===== src/rtl/fetch_stage.sv =====
// Instruction-fetch stage: PC register, next-PC selection and the IF/ID pipeline register.
// Redirects resolved in EX override stall; reset overrides everything.
module fetch_stage #(
  parameter int unsigned      PC_W      = 9,
  parameter int unsigned      INS_W     = 32,
  parameter logic [PC_W-1:0]  RESET_PC  = '0,
  parameter logic [INS_W-1:0] NOP_INSTR = 32'h00000013,
  parameter int unsigned      CNT_W     = 16
) (
  input  logic             clk,
  input  logic             reset,
  input  logic             stall,
  input  logic             ex_branch,
  input  logic             ex_zero,
  input  logic             ex_jump,
  input  logic             ex_jalr,
  input  logic [PC_W-1:0]  ex_pc,
  input  logic [31:0]      ex_imm,
  input  logic [31:0]      ex_alu_result,
  output logic [PC_W-1:0]  imem_addr,
  input  logic [INS_W-1:0] imem_rdata,
  output logic [PC_W-1:0]  if_id_pc,
  output logic [PC_W-1:0]  if_id_pc_plus4,
  output logic [INS_W-1:0] if_id_instr,
  output logic             if_id_valid,
  output logic             flush_ex,
  output logic [CNT_W-1:0] redirect_cnt
);

  logic             w_take_br;
  logic             w_take_jal;
  logic             w_take_jalr;
  logic             w_redirect;
  logic [PC_W-1:0]  w_pc_plus4;
  logic [PC_W-1:0]  w_raw_target;
  logic [PC_W-1:0]  w_target;
  logic             w_unused;

  logic [PC_W-1:0]  r_pc;
  logic [PC_W-1:0]  r_if_id_pc;
  logic [PC_W-1:0]  r_if_id_pc_plus4;
  logic [INS_W-1:0] r_if_id_instr;
  logic             r_if_id_valid;
  logic [CNT_W-1:0] r_redirect_cnt;

  always_comb begin
    w_take_br   = ex_branch & ex_zero;
    w_take_jal  = ex_jump & ~ex_jalr;
    w_take_jalr = ex_jump & ex_jalr;
    w_redirect  = w_take_br | w_take_jal | w_take_jalr;
    w_pc_plus4  = r_pc + PC_W'(4);
    // Branch and jal share the pc+imm adder, so a jump wins target selection
    // only through the jalr mux. Forcing bits[1:0] to zero subsumes jalr's bit0 clear.
    w_raw_target = w_take_jalr ? ex_alu_result[PC_W-1:0] : (ex_pc + ex_imm[PC_W-1:0]);
    w_target     = {w_raw_target[PC_W-1:2], 2'b00};
  end

  assign w_unused = ^{ex_imm[31:PC_W], ex_alu_result[31:PC_W], w_raw_target[1:0], w_take_jal};

  always_ff @(posedge clk) begin
    if (reset) begin
      r_pc <= RESET_PC;
    end else if (w_redirect) begin
      r_pc <= w_target;
    end else if (!stall) begin
      r_pc <= w_pc_plus4;
    end
  end

  always_ff @(posedge clk) begin
    if (reset || w_redirect) begin
      r_if_id_instr    <= NOP_INSTR;
      r_if_id_valid    <= 1'b0;
      r_if_id_pc       <= '0;
      r_if_id_pc_plus4 <= '0;
    end else if (!stall) begin
      r_if_id_instr    <= imem_rdata;
      r_if_id_valid    <= 1'b1;
      r_if_id_pc       <= r_pc;
      r_if_id_pc_plus4 <= w_pc_plus4;
    end
  end

  always_ff @(posedge clk) begin
    if (reset) begin
      r_redirect_cnt <= '0;
    end else if (w_redirect && (r_redirect_cnt != '1)) begin
      r_redirect_cnt <= r_redirect_cnt + CNT_W'(1);
    end
  end

  assign imem_addr      = r_pc;
  assign if_id_pc       = r_if_id_pc;
  assign if_id_pc_plus4 = r_if_id_pc_plus4;
  assign if_id_instr    = r_if_id_instr;
  assign if_id_valid    = r_if_id_valid;
  assign flush_ex       = w_redirect;
  assign redirect_cnt   = r_redirect_cnt;

endmodule


===== config.mk =====
export PLATFORM = sky130hd
export DESIGN_NAME = fetch_stage
export DESIGN_NICKNAME = d
export VERILOG_FILES = /design/src/rtl/fetch_stage.sv
export SDC_FILE = /design/constraint.sdc
export NUM_CORES = 1
export LEC_CHECK = 0
export ABC_AREA = 1
export CAP_MARGIN = 15
export CORE_AREA = 2 2 85 103
export CTS_CLUSTER_SIZE = 28
export DETAILED_ROUTE_END_ITERATION = 16
export DIE_AREA = 0 0 87 105
export PLACE_DENSITY = 0.95
export SLEW_MARGIN = 25
export SYNTH_ARGS = -nofsm -noshare
export SYNTH_HDL_FRONTEND = slang
export SYNTH_SLANG_ARGS = --single-unit

===== constraint.sdc =====
create_clock -name clk -period 3.9 [get_ports clk]
set_input_delay 0.585 -clock clk [delete_from_list [all_inputs] [get_ports clk]]
set_output_delay 0.585 -clock clk [all_outputs]
set_load 0.05 [all_outputs]

==> results.toml <==
[timing]
fin_crit_ns = 2.76
tightest_slew_ns = 0.707
hold_viol = 0
slew_viol_final = 0
finalCritPeriodShare_pct = 70.8
skew_ns = 0.0107
fin_setup_tns_ns = 0
max_slew_margin_pct = 52.8
rsz0062_at_grt = "false"
finalSetupViolCount = 0
timing.fmax_mhz = 362

[yosys]
async_reset_ff_share_pct = 0
synth_top_cell_by_area = "dfxtp_1"
synthTopCellsByArea = "dfxtp_1 42%, nand2_1 20%, a21oi_1 9.7%"
yosysMostFrequentCell = "nand2_1"
synthFlopType = "dfxtp_1"
synth_warnings = 0
synthTopCellsByCount = "179 x nand2_1, 70 x dfxtp_1, 65 x a21oi_1"
syn_area_mm2 = 0.00335
synth.distinct_cells = 32
synth-seq-cells = 70
synth_edf_count = 0
yosysTopAreaCellShare_pct = 41.8
syn_inst = 487
seq_area_frac_synth_pct = 41.8
syn_avg_cell_area_um2 = 6.88

[layout]
area_growth_pct = 45.7
fin_nets = 735
n_antenna_cell = 0
drive_gt1_share_pct = 4.36
fin_cells = 714

[pwr]
powerDensity_mw_per_mm2 = 343
peakVddDrop_mv = 0.183
finalPower_mw = 1.67
power.leakage_nw = 1.96

[cts]
cts_made_buffers = 9
cts.sinks = 70
clkSlewWorstSetupHoldPaths_ns = 0.07
cts-resized-gates = 0
post_cts_buffers = 0
clock_latency_ns = 0.33
cts_tree = "built"
clock-root-buffer = "clkbuf_8"
htree_num_levels = 3
cts_buffer_depth = 2
cts_hold_buf = 0

[global_routing]
grt_start_max_net_pins = 56
grt_pass1_vias = 3453
antenna_found_initial = 0
overflow = 0
grt_util_all_layers_pct = 20.1
grt_first_pass_wirelength_um = 15100

[flow_run]
maxCapViolations = 0

[floorplanning]
io_pins = 189
start_util_pct = 41.5
dieArea_mm2 = 0.00914
die_h_um = 105
num_rows = 36
core_mm2 = 0.00806
die-width_um = 87

[critical_path]
cp-end-kind = "output port"
timing.rr.start = "redirect_cnt[0]"
ff2ff_setup_slack_ns = 1.94
crit_path_start_kind = "input port"
cp_max_fo = 7
r2r-end = "redirect_cnt[2]"
cp.required_ns = 3.31
cp-endpoint = "flush_ex"
ff2ff_path_depth = 9
startpoint = "ex_branch"
arrival_ns = 2.18
path_class = "in -> out"

[drt]
wl_um = 9220
ant_nets = 0
drt_iter0_drc = 170
drt_pass1_iterations = 4
routedWlPerCell_um = 12.9
via_per_inst = 5.02
vias = 3584
drc = 0

[worst_hold_path]
hold_path_class = "reg -> reg"

[place]
place.gp.congestion = 0.890
port_buffers = 134
hpwl_um = 6890
dpl.cell_count = 698

[run_status]
status = "complete, no violations"
-- state kept, by name, indices dropped and copies added, names as in the netlist --
signal,cells
if_id_valid,1
redirect_cnt,16
if_id_pc,7
imem_addr,7
if_id_instr,32
if_id_pc_plus4,7
-- critical path, stage by stage --
cell and delay [ns]:
clkdlybuf4s50_1 0.43, a21oi_2 0.30, inv_1 0.13, clkdlybuf4s50_1 0.72
-- routing by layer --
metal | vias to the layer above | share of wire, % | track usage, %
met4 | 0 | 1.5 | 7.70
li1 | 1808 | - | -
met3 | 12 | 6.4 | 4.34
met2 | 149 | 51 | 35.8
met5 | - | 0 | 0
met1 | 1615 | 41 | 22.7
-- area by class of cell --
cell class	instances	area (um2)
fill	697	3180
multi-input combinational	357	1680
sequential	70	1400
timing repair buffer	136	1350
inverter	40	150
clock buffer	12	135
tap	95	119
clock inverter	4	47.5
-- logic make-up after synthesis --
| group | share of synthesized area [%] |
|---|---|
| adder cells (fa/ha/maj) | 3.36 |
| buffers and inverters | 8.67 |
| flip-flops | 41.8 |
| AND/OR/NAND/NOR | 30.4 |
| other | 0.112 |
| AO/OA/AOI/OAI | 12.8 |
| XOR/XNOR | 2.88 |
-- metrics by stage --
step,setup slack [ns],hold WS [ns],area (um2),utilization [%]
global route,1.07,0.480,4880,60.5
detailed placement,1.15,0.457,4700,58.3
CTS,1.14,0.467,4880,60.5
floorplan,1.98,0.684,3370,-
global placement,1.15,0.450,4700,58.3
finish,1.14,0.465,4880,60.5
-- cell usage in the layout, fill, tap and decap left out --
| cell | count |
|---|---|
| clkinvlp_4 | 1 |
| nand3_1 | 23 |
| nor2_1 | 28 |
| inv_2 | 4 |
| a311oi_1 | 1 |
| o21a_1 | 1 |
| nor3_1 | 4 |
| nand2_1 | 179 |
| conb_1 | 6 |
| or2_2 | 1 |
| o21bai_1 | 1 |
| clkinv_2 | 2 |
| a21oi_1 | 65 |
| a21oi_2 | 1 |
| a31oi_1 | 2 |
| o21ai_0 | 10 |
| inv_1 | 36 |
| bufinv_16 | 1 |
| nor3b_1 | 1 |
| dfxtp_1 | 70 |
| nand2_2 | 2 |
| nor4_1 | 1 |
| a21o_1 | 1 |
| xor2_1 | 6 |
| xnor2_1 | 5 |
| buf_2 | 1 |
| ha_1 | 9 |
| nor3_2 | 1 |
| clkbuf_1 | 3 |
| nor2_2 | 1 |
| clkbuf_8 | 9 |
| nand4_2 | 1 |
| buf_4 | 2 |
| nand4_1 | 7 |
| clkdlybuf4s50_1 | 133 |
-- report_power, final --
part           total (mW)  leakage, nW  internal [mW]  switching (mW)
sequential          0.760        0.569          0.738          0.0214
clock               0.546       0.0904          0.294           0.251
combinational       0.369         1.30          0.144           0.225
total                1.67         1.96           1.18           0.497
-- worst min path at each step --
stage | from | to | slack (ns) | cells after the start
2_1_floorplan | if_id_instr[5] | if_id_instr[5] | 0.68 | 2
3_3_place_gp | if_id_instr[4] | if_id_instr[4] | 0.45 | 2
3_5_place_dp | if_id_pc[8] | if_id_pc[8] | 0.46 | 2
4_1_cts | if_id_pc[8] | if_id_pc[8] | 0.47 | 2
5_1_grt | if_id_pc_plus4[4] | if_id_pc_plus4[4] | 0.48 | 2
6_report | if_id_instr[19] | if_id_instr[19] | 0.47 | 2
Note: power is estimated with default switching activity, not from simulation.
